==> src/rtl/iecdrv_rom_sched_pkg.sv <==
// Shared types and helpers for the multi-drive ROM time-slot scheduler.
// When IECDRV_ROMSCHED_WR_EN is defined the state set includes the loader WRITE state.
package iecdrv_rom_pkg;

    localparam int ROM_AW = 15;

    localparam logic [1:0] ROM_SZ_8K  = 2'b00;
    localparam logic [1:0] ROM_SZ_16K = 2'b01;
    localparam logic [1:0] ROM_SZ_32K = 2'b11;

`ifdef IECDRV_ROMSCHED_WR_EN
    typedef enum logic [1:0] {S_IDLE, S_FETCH, S_DRAIN, S_WRITE} rom_sched_state_t;
`else
    typedef enum logic [1:0] {S_IDLE, S_FETCH, S_DRAIN} rom_sched_state_t;
`endif

    // Mirror smaller ROM images: A14 only exists for 32K, A13 for 16K/32K or the standard ROM.
    function automatic logic [ROM_AW-1:0] rom_fold(input logic [ROM_AW-1:0] addr,
                                                   input logic [1:0]        rom_sz,
                                                   input logic              stdrom);
        logic [ROM_AW-1:0] f;
        f     = addr;
        f[14] = addr[14] & rom_sz[1];
        f[13] = addr[13] & (rom_sz[0] | stdrom);
        return f;
    endfunction

endpackage

==> src/rtl/iecdrv_rom_sched_if.sv <==
// Shared ROM port bundle. With IECDRV_ROMSCHED_WR_EN the write side is carried too.
interface iecdrv_rom_sched_if #(parameter int AW = 15);
    logic [AW-1:0] rom_addr;
    logic [7:0]    rom_q;
`ifdef IECDRV_ROMSCHED_WR_EN
    logic          rom_we;
    logic [7:0]    rom_wdata;
    modport master (output rom_addr, rom_we, rom_wdata, input rom_q);
    modport slave  (input rom_addr, rom_we, rom_wdata, output rom_q);
`else
    modport master (output rom_addr, input rom_q);
    modport slave  (input rom_addr, output rom_q);
`endif
endinterface

==> src/rtl/iecdrv_rom_sched_capture.sv <==
// Slot-tag / valid delay line matching the ROM latency; writes rom_q into the
// owning drive's data register. A flush drops every in-flight tag, including
// the one that would be captured this cycle.
module iecdrv_rom_capture #(
    parameter int NDR     = 2,
    parameter int ROM_LAT = 1
) (
    input  logic           clk,
    input  logic           reset_n,
    input  logic           issue_i,
    input  logic [1:0]     slot_i,
    input  logic           last_i,
    input  logic           flush_i,
    input  logic [7:0]     rom_q_i,
    output logic [7:0]     drv_data_o [NDR],
    output logic [NDR-1:0] drv_upd_o,
    output logic           done_o,
    output logic           last_o
);
    localparam int STAGES = ROM_LAT;

    logic [STAGES:0] vld_pipe;
    logic [STAGES:0] last_pipe;
    logic [1:0]      slot_pipe [STAGES+1];
    logic            cap;

    assign cap    = vld_pipe[STAGES] & ~flush_i;
    // Raw (unflushed) view so the FSM can leave DRAIN without a path through flush.
    assign last_o = vld_pipe[STAGES] & last_pipe[STAGES];

    // Tag shift register: stage 0 aligns with rom_addr, stage STAGES with rom_q.
    always_ff @(posedge clk or negedge reset_n) begin
        if (!reset_n) begin
            vld_pipe  <= '0;
            last_pipe <= '0;
            for (int j = 0; j <= STAGES; j++) slot_pipe[j] <= 2'd0;
        end else begin
            vld_pipe[0]  <= issue_i;
            last_pipe[0] <= last_i;
            slot_pipe[0] <= slot_i;
            for (int j = 1; j <= STAGES; j++) begin
                vld_pipe[j]  <= vld_pipe[j-1] & ~flush_i;
                last_pipe[j] <= last_pipe[j-1];
                slot_pipe[j] <= slot_pipe[j-1];
            end
        end
    end

    // Capture into the tagged drive register with a coincident update pulse.
    always_ff @(posedge clk or negedge reset_n) begin
        if (!reset_n) begin
            for (int i = 0; i < NDR; i++) drv_data_o[i] <= 8'hFF;
            drv_upd_o <= '0;
            done_o    <= 1'b0;
        end else begin
            done_o <= cap & last_pipe[STAGES];
            for (int i = 0; i < NDR; i++) begin
                drv_upd_o[i] <= cap && (slot_pipe[STAGES] == 2'(i));
                if (cap && (slot_pipe[STAGES] == 2'(i))) drv_data_o[i] <= rom_q_i;
            end
        end
    end

endmodule

==> src/rtl/iecdrv_rom_sched.sv <==
// Time-slot scheduler sharing one ROM port among NDR drive cores. Each ph2_f
// launches a fetch frame that issues one folded address per slot; loader writes
// (IECDRV_ROMSCHED_WR_EN) use the IDLE gaps between frames.
module iecdrv_rom_sched
    import iecdrv_rom_pkg::*;
#(
    parameter int NDR     = 2,
    parameter int AW      = 15,
    parameter int ROM_LAT = 1
) (
    input  logic               clk,
    input  logic               reset_n,
    input  logic               ph2_f,
    input  logic [1:0]         rom_sz,
    input  logic               stdrom,
    input  logic [AW-1:0]      drv_addr [NDR],
    output logic [7:0]         drv_data [NDR],
    output logic [NDR-1:0]     drv_upd,
    iecdrv_rom_sched_if.master rom,
    output logic               frame_done,
    output logic               overrun
`ifdef IECDRV_ROMSCHED_WR_EN
    ,
    input  logic               wr_req,
    input  logic [AW-1:0]      wr_addr,
    input  logic [7:0]         wr_data,
    output logic               wr_ack
`endif
);
    rom_sched_state_t state_q, state_d;
    logic [1:0]       slot_q, slot_d;       // next slot to issue while in FETCH
    logic [AW-1:0]    addr_q, addr_d;
    logic             ovr_q, ovr_d;
    logic             issue, flush, cap_last;
    logic [1:0]       issue_slot;
    logic [AW-1:0]    sel_addr;
`ifdef IECDRV_ROMSCHED_WR_EN
    logic             we_q, we_d, ack_q, ack_d;
    logic [7:0]       wdata_q, wdata_d;
`endif

    // Next state: ph2_f always (re)starts at slot 0 and issues it this cycle.
    always_comb begin
        state_d    = state_q;
        slot_d     = slot_q;
        addr_d     = addr_q;
        ovr_d      = ovr_q;
        issue      = 1'b0;
        issue_slot = slot_q;
        flush      = 1'b0;
        sel_addr   = '0;
`ifdef IECDRV_ROMSCHED_WR_EN
        we_d       = 1'b0;
        ack_d      = 1'b0;
        wdata_d    = wdata_q;
`endif
        if (ph2_f) begin
            issue      = 1'b1;
            issue_slot = 2'd0;
            slot_d     = 2'd1;
            state_d    = (NDR == 1) ? S_DRAIN : S_FETCH;
            if (state_q == S_FETCH || state_q == S_DRAIN) begin
                ovr_d = 1'b1;
                flush = 1'b1;
            end
        end else begin
            unique case (state_q)
                S_FETCH: begin
                    issue  = 1'b1;
                    slot_d = slot_q + 2'd1;
                    if (slot_q == 2'(NDR-1)) state_d = S_DRAIN;
                end
                S_DRAIN: if (cap_last) state_d = S_IDLE;
`ifdef IECDRV_ROMSCHED_WR_EN
                S_WRITE: state_d = S_IDLE;
                S_IDLE: if (wr_req) begin
                    state_d = S_WRITE;
                    addr_d  = wr_addr;
                    we_d    = 1'b1;
                    ack_d   = 1'b1;
                    wdata_d = wr_data;
                end
`else
                S_IDLE: ;
`endif
                default: state_d = S_IDLE;
            endcase
        end
        if (issue) begin
            for (int i = 0; i < NDR; i++)
                if (issue_slot == 2'(i)) sel_addr = drv_addr[i];
            addr_d = AW'(rom_fold(ROM_AW'(sel_addr), rom_sz, stdrom));
        end
    end

    // State, slot counter, registered ROM address and sticky overrun.
    always_ff @(posedge clk or negedge reset_n) begin
        if (!reset_n) begin
            state_q <= S_IDLE;
            slot_q  <= 2'd0;
            addr_q  <= '0;
            ovr_q   <= 1'b0;
`ifdef IECDRV_ROMSCHED_WR_EN
            we_q    <= 1'b0;
            ack_q   <= 1'b0;
            wdata_q <= 8'h00;
`endif
        end else begin
            state_q <= state_d;
            slot_q  <= slot_d;
            addr_q  <= addr_d;
            ovr_q   <= ovr_d;
`ifdef IECDRV_ROMSCHED_WR_EN
            we_q    <= we_d;
            ack_q   <= ack_d;
            wdata_q <= wdata_d;
`endif
        end
    end

    assign rom.rom_addr = addr_q;
    assign overrun      = ovr_q;
`ifdef IECDRV_ROMSCHED_WR_EN
    assign rom.rom_we    = we_q;
    assign rom.rom_wdata = wdata_q;
    assign wr_ack        = ack_q;
`endif

    iecdrv_rom_capture #(.NDR(NDR), .ROM_LAT(ROM_LAT)) u_cap (
        .clk        (clk),
        .reset_n    (reset_n),
        .issue_i    (issue),
        .slot_i     (issue_slot),
        .last_i     (issue_slot == 2'(NDR-1)),
        .flush_i    (flush),
        .rom_q_i    (rom.rom_q),
        .drv_data_o (drv_data),
        .drv_upd_o  (drv_upd),
        .done_o     (frame_done),
        .last_o     (cap_last)
    );

endmodule
==> src/flat_wrapper.sv <==
// flat-port wrapper written by rule: the top's interface ports become plain ports
module iecdrv_rom_sched_flat import iecdrv_rom_pkg::*;
#(
    parameter int NDR     = 2,
    parameter int AW      = 15,
    parameter int ROM_LAT = 1
)
  (clk, reset_n, ph2_f, rom_sz, stdrom, drv_addr, drv_data, drv_upd, frame_done, overrun, rom_rom_addr, rom_rom_q);
  iecdrv_rom_sched_if #(.AW(AW)) rom_i ();
  input  logic clk;
  input  logic reset_n;
  input  logic ph2_f;
  input  logic [1:0] rom_sz;
  input  logic stdrom;
  input  logic [AW-1:0] drv_addr[NDR];
  output logic [7:0] drv_data[NDR];
  output logic [NDR-1:0] drv_upd;
  output logic frame_done;
  output logic overrun;
  output wire logic [$bits(rom_i.rom_addr)-1:0] rom_rom_addr;
  input wire logic [$bits(rom_i.rom_q)-1:0] rom_rom_q;
  assign rom_rom_addr = rom_i.rom_addr;
  assign rom_i.rom_q = rom_rom_q;
  iecdrv_rom_sched #(.NDR(NDR), .AW(AW), .ROM_LAT(ROM_LAT)) u_core (.clk(clk), .reset_n(reset_n), .ph2_f(ph2_f), .rom_sz(rom_sz), .stdrom(stdrom), .drv_addr(drv_addr), .drv_data(drv_data), .drv_upd(drv_upd), .rom(rom_i), .frame_done(frame_done), .overrun(overrun));
endmodule
==> config.mk <==
export PLATFORM = sky130hd
export DESIGN_NAME = iecdrv_rom_sched_flat
export DESIGN_NICKNAME = d
export VERILOG_FILES = /design/src/rtl/iecdrv_rom_sched_pkg.sv /design/src/rtl/iecdrv_rom_sched_if.sv /design/src/rtl/iecdrv_rom_sched_capture.sv /design/src/rtl/iecdrv_rom_sched.sv /design/src/flat_wrapper.sv
export SDC_FILE = /design/constraint.sdc
export NUM_CORES = 1
export LEC_CHECK = 0
export BUFFER_PORTS_ARGS = -buffer_cell sky130_fd_sc_hd__buf_4
export CAP_MARGIN = 20
export CORE_MARGIN = 2
export CORE_UTILIZATION = 51
export DETAILED_ROUTE_END_ITERATION = 7
export PLACE_DENSITY_LB_ADDON = 0.05
export SLEW_MARGIN = 20
export SYNTH_ARGS = -nofsm -noshare
export SYNTH_HDL_FRONTEND = slang
export SYNTH_SLANG_ARGS = --single-unit
==> constraint.sdc <==
create_clock -name clk -period 3.65 [get_ports clk]
set_clock_uncertainty 0.2 [all_clocks]
set_input_delay 0.5475 -clock clk [delete_from_list [all_inputs] [get_ports clk]]
set_output_delay 0.5475 -clock clk [all_outputs]
set_load 0.05 [all_outputs]
# Word-level counts from Yosys, hierarchy flattened
# Cells that the tools add are included.
# op_classes
add_sub_neg,1
multipliers,0
n_div,0
order_cmp,0
n_eq_ne,8
n_shift,0
muxes,14
bitwise_logic,8
n_reduce_logical,9
# op_table
op,n
15-bit 2-to-1 mux,3
2-bit 2-to-1 mux,6
"2-bit by 1-bit == test with 1-bit output, second input constant",4
1-bit bitwise AND,6
2-bit zero test,3
2-bit one-hot mux with 3 select lines,1
1-bit 2-to-1 mux,4
"3-bit by 2-bit inequality test with 1-bit output, second input constant",1
"3-bit inequality test, second input constant",1
3-bit AND reduction,1
"2-bit by 1-bit adder with 2-bit output, second input constant",1
"2-bit == test, second input constant",1
1-bit logical AND,2
"2-bit inequality test, second input constant",1
2-bit AND reduction,1
2-bit nonzero test,1
1-bit logical OR,1
1-bit NOT,1
1-bit bitwise OR,1
# word_totals
register_bits,47
latchBits,0
mem_bits_rw,0
romBits,0
input_bits,44
output_inout_bits,35
wordCells,52
memories,0

# Longest topological paths before layout
# logic_depth
word_depth,7
depth_mapped,7
depth_no_buf,5

# By module
# From an unflattened synthesis, not the netlist that was laid out.
# hier_totals
cells_unflattened,141
area_unflattened_um2,1991.9
# modules_own_cells
module,n_inst,cells_each,area_per_inst_um2,seq_area_each_um2
iecdrv_rom_sched,1,92,1049.8,500.5
iecdrv_rom_capture,1,49,942.2,695.7

# Worst setup path after synthesis
# No wires, ideal clock.
# synth_timing
path_type,register to register
start,register u_core.state_q[0]
end,register u_core.u_cap.drv_data_o[10] (netlist bit)
setup_ps,82
arrival_ps,1471
path_slack_ps,1897
path_stages_with_launch,7
synth_period_minus_slack_ps,1753
path_cell_list,dfrtp_1 -> inv_1 -> ha_1 -> nand2_1 -> and4bb_1 -> buf_4 -> mux2_4
# synth_between
elab_chain_len,7
word_cells_on_any_way,8
cone_classes,eq/ne: 2; mux: 2; bitwise: 2; reduce/logical: 2
# synth_lines
element,line,text
"start, declared",iecdrv_rom_sched.sv:30,"rom_sched_state_t state_q, state_d;"
"start signal, assigned",iecdrv_rom_sched.sv:109,state_q <= state_d;
2-bit by 1-bit == test with 1-bit output / 2-bit == test (equally long branches),iecdrv_rom_sched.sv:62,if (state_q == S_FETCH || state_q == S_DRAIN) begin
1-bit logical OR *,iecdrv_rom_sched.sv:62,
1-bit 2-to-1 mux *,iecdrv_rom_sched.sv:62,
1-bit 2-to-1 mux *,iecdrv_rom_sched.sv:57,if (ph2_f) begin
1-bit NOT *,iecdrv_rom_sched_capture.sv:27,assign cap = vld_pipe[STAGES] & ~flush_i;
1-bit bitwise AND *,iecdrv_rom_sched_capture.sv:27,
1-bit logical AND *,iecdrv_rom_sched_capture.sv:59,if (cap && (slot_pipe[STAGES] == 2'(i))) drv_data_o[i] <= rom_q_i;
"end signal, assigned by index",iecdrv_rom_sched_capture.sv:59,
"end, declared",iecdrv_rom_sched_capture.sv:15,"output logic [7:0] drv_data_o [NDR],"
# Mark *: on every way between the ends. The rest lies on a longest branch, timed or not.
# A chain may end at the register's enable or synchronous reset.

# Worst setup path after layout
# layout_timing
start,register u_core.state_q[1]
end,register u_core.addr_q[2] (netlist: u_core.rom.rom_addr[2])
# layout_between
elab_chain_len,3
# layout_lines
element,line,text
2-bit by 1-bit == test with 1-bit output,iecdrv_rom_sched.sv:67,unique case (state_q)
1-bit 2-to-1 mux,iecdrv_rom_sched.sv:67,
1-bit 2-to-1 mux,iecdrv_rom_sched.sv:57,
"end signal, assigned",iecdrv_rom_sched.sv:111,addr_q <= addr_d;
"end, declared",iecdrv_rom_sched.sv:32,"logic [AW-1:0] addr_q, addr_d;"
# No other way between the ends.

==> reports/metrics.csv <==
stage,metric,value,unit
outcome,status,"finished, final reports clean",
global_route,largest net degree at the start of global routing,48,
sta,Final TNS setup,0,ns
placed_design,setup slack after placement,1.38,ns
drt,total wire length after detailed routing,4.15,mm
floorplanning,area of the placeable core,3660,µm²
cells_and_area,fill cell instance count of the final layout,268,
drt,First-pass DRT Iterations,4,
cts,hold-fix buffers at CTS,0,
critical_path,crit end category,flip-flop,
cells_and_area,area added between synthesis and finish,37.8,%
critical_path,r2r setup slk,1.37,ns
sta,Slew HR,36.8,%
yosys,Synth area leaders,"sky130_fd_sc_hd__dfrtp_1 (40%), sky130_fd_sc_hd__dfstp_2 (22%), sky130_fd_sc_hd__a221o_1 (7.2%), sky130_fd_sc_hd__mux2_4 (6.2%), sky130_fd_sc_hd__mux2_2 (4.6%)",
cts,# H-tree levels,2,
cts,buffers inserted during post-CTS setup optimization,0,
yosys,flop and latch count out of synthesis,47,
cts,clock insertion delay at the later pin of the skew report,0.30,ns
global_route,number of global-route vias before repair,1445,
global_route,total routing resource utilization after global routing,21.2,%
sta,count of pins over their slew limit,0,
yosys,Mapped Cells,140,
power_and_ir_drop,IR Drop Worst-Case VDD,0.507,mV
critical_path,critical path class,reg2reg,
sta,slack of the critical path,1.37,ns
yosys,cell type with the highest aggregate area in the netlist,sky130_fd_sc_hd__dfrtp_1,
critical_path,highest net fanout along the worst path,13,
cts,post_cts resized,0,
critical_path,kind of start point of the critical path,flip-flop,
power_and_ir_drop,static power due to leakage,1.31,nW
sta,final setup violating endpoints,0,
sta,highest clock rate,439,MHz
critical_path,Worst R2R Start,u_core.state_q[1]$_DFFE_PN0P_,
cts,cell at the root of the clock tree,sky130_fd_sc_hd__clkbuf_8,
drt,vias per std cell,5.29,
floorplanning,initial standard-cell utilization of the core,53.3,%
power_and_ir_drop,power share of the sequential group,33.8,%
critical_path,endpoint of the worst setup timing path,u_core.rom.rom_addr[2]$_DFFE_PN0P_,
yosys,top flip-flop cell by instance count after synthesis,sky130_fd_sc_hd__dfrtp_1,
critical_path,Crit path required time,3.69,ns
cts,number of buffers on the longest clock path,2,
critical_path,cell count of the worst reg-to-reg path,5,
floorplanning,height of the die,65.9,µm
yosys,part of the Yosys area used for sequential elements,61.3,%
run,count of max-cap constraint violations,0,
sta,setup repair after global routing missed its margin,false,
global_route,wire length of the first global-routing pass,6.76,mm
placed_design,"number of placed instances, taps included",260,
critical_path,destination of the worst register-to-register timing path,u_core.rom.rom_addr[2]$_DFFE_PN0P_,
placed_design,Final GP Congestion,0.831,
yosys,number of nets in the synthesized netlist,188,
cts,total clock buffers created by CTS,5,
sta,Fin Hold WS,0.0468,ns
power_and_ir_drop,total chip power,2.76,mW
power_and_ir_drop,switching fraction of total power,44.2,%
yosys,Avg Inst Size Synth,13.9,µm²
cts,clock-pin slew on the worst setup and hold paths,0.08,ns
power_and_ir_drop,switching power total,1.22,mW
floorplanning,number of I/O pins,79,
drt,remaining antenna violation count after routing,0,
cts,CTS Sinks,47,
placed_design,HPWL Detailed,3.03,mm
power_and_ir_drop,Power per Cell Area,1030,nW/µm²
yosys,async set or reset register ratio after synthesis,100,%
yosys,most common cell in the synthesized netlist,sky130_fd_sc_hd__dfrtp_1,
worst_hold_path,Tightest Hold Check Type,in2async,
power_and_ir_drop,Logic pwr share,52.2,%
power_and_ir_drop,Internal,1.54,mW
cells_and_area,share of the core filled with cells,73.4,%
floorplanning,die outline width,65.9,µm
placed_design,placed instance area,2570,µm²
floorplanning,Die ar.,4340,µm²
yosys,fraction of synthesized cell area taken by the top area cell type,39.7,%
power_and_ir_drop,share of total power in the clock network,13.9,%
placed_design,count of buffers from port buffering,78,
floorplanning,num rows,22,
critical_path,Worst EP arrival,2.31,ns
yosys,Cell variety after synth,26,
cells_and_area,share of layout cells above drive strength 1,54.1,%
cells_and_area,number of antenna cells inserted,0,
cells_and_area,Post-layout nets,267,
global_route,sum of overflow across all layers after global routing,0,
sta,number of hold-slack violations in the final timing report,0,
drt,DRC violation count after routing,0,
sta,ratio of final minimum period to clock period,62.4,%
yosys,number of enable flip-flop cells after synthesis,0,
sta,slew at the pin closest to its max-slew limit,0.945,ns
global_route,initial antenna violation count,0,
cells_and_area,area of all placed cells without fillers,2690,µm²
drt,number of vias after detailed routing,1417,
yosys,count of yosys warnings during synthesis,0,
drt,DRT iter0 DRCs,62,
drt,average detailed-routed wire length per instance,15.5,µm
sta,final critical delay including setup and external delays,2.28,ns
critical_path,Worst setup startpoint,u_core.state_q[1]$_DFFE_PN0P_,
yosys,Mapped Area,1950,µm²
yosys,most instantiated cells after synthesis,"sky130_fd_sc_hd__dfrtp_1 (31), sky130_fd_sc_hd__dfstp_2 (16), sky130_fd_sc_hd__a221o_1 (14), sky130_fd_sc_hd__and2_1 (14)",
cells_and_area,count of non-filler cells in the finished layout,268,
cts,clock tree from TritonCTS,built,
-- power groups by stage --
stage	registers, mW	logic, mW	clock network, mW
final	0.934	1.44	0.385
after global routing	0.963	1.52	0.419
after CTS	0.935	1.45	0.396
after detailed placement	0.940	1.45	0
after global placement	0.926	1.42	0
after floorplan	1.55	0.426	0
-- cells in the final DEF (no fill, tap or decap), drive strengths merged --
cell and n:
mux2 16, a21oi 4, buf 78, dfstp 16, a211oi 2, and2 14, a221o 14, nor2 5
dfrtp 31, nor3 2, clkbuf 8, nand2 2, mux2i 2, nand2b 6, nor3b 2, xnor2 1
ha 4, and4bb 1, a21o 1, inv 7, o21bai 1, nand4b 1, a31oi 2
-- routing by layer --
metal  global-route usage [%]  up-vias  wire (µm)
met5                        0        -          0
met4                     7.81        0         54
met3                     5.96        6        256
met2                     35.9       55       2120
met1                     25.7      703       1720
li1                         -      653          -
-- worst min-delay path by stage --
stage,startpoint,end,slack (ns)
after floorplan,reset_n,u_core.overrun$_DFFE_PN0P_,0.05
after global placement,u_core.u_cap.slot_pipe[3]$_DFF_PN0_,u_core.u_cap.slot_pipe[1]$_DFF_PN0_,0.13
after global routing,reset_n,u_core.overrun$_DFFE_PN0P_,0.07
after detailed placement,u_core.u_cap.last_pipe[0]$_DFF_PN0_,u_core.u_cap.last_pipe[1]$_DFF_PN0_,0.13
final,reset_n,u_core.u_cap.drv_upd_o[0]$_DFF_PN0_,0.05
after CTS,reset_n,u_core.u_cap.done_o$_DFF_PN0_,0.05
-- kinds of logic after synthesis --
group | synth area share [%]
DFF | 61.3
and+or+nand+nor | 10.6
AOI/OAI and AO/OA | 10.4
muxes | 11.8
buffers and inverters | 2.95
adders and majority gates | 2.56
xor gates and xnor gates | 0.449
-- registers in the layout (all words and copies together) (netlist names) --
name,cells
u_core.overrun,1
u_core.rom.rom_addr,15
u_core.slot_q,2
u_core.state_q,2
u_core.u_cap.done_o,1
u_core.u_cap.drv_data_o,16
u_core.u_cap.drv_upd_o,2
u_core.u_cap.last_pipe,2
u_core.u_cap.slot_pipe,4
u_core.u_cap.vld_pipe,2
-- final cells by class --
cell class              count  area, µm²  area share (%)
well taps                  48       60.1            2.23
clock buffers               8        123            4.56
flip-flops and latches     47       1200            44.5
repair buffers             78        586            21.8
multi-input cells          80        698            26.0
inverters                   7       26.3           0.977
-- worst max-delay path, cell delays in order, from the launching register on --
cell                       delay, ns
sky130_fd_sc_hd__dfrtp_1        0.42
sky130_fd_sc_hd__inv_1          0.09
sky130_fd_sc_hd__ha_1           0.34
sky130_fd_sc_hd__nand2b_1       0.12
sky130_fd_sc_hd__o21bai_1       0.75
sky130_fd_sc_hd__a221o_1        0.29
Note: power is estimated with default switching activity, not from simulation.
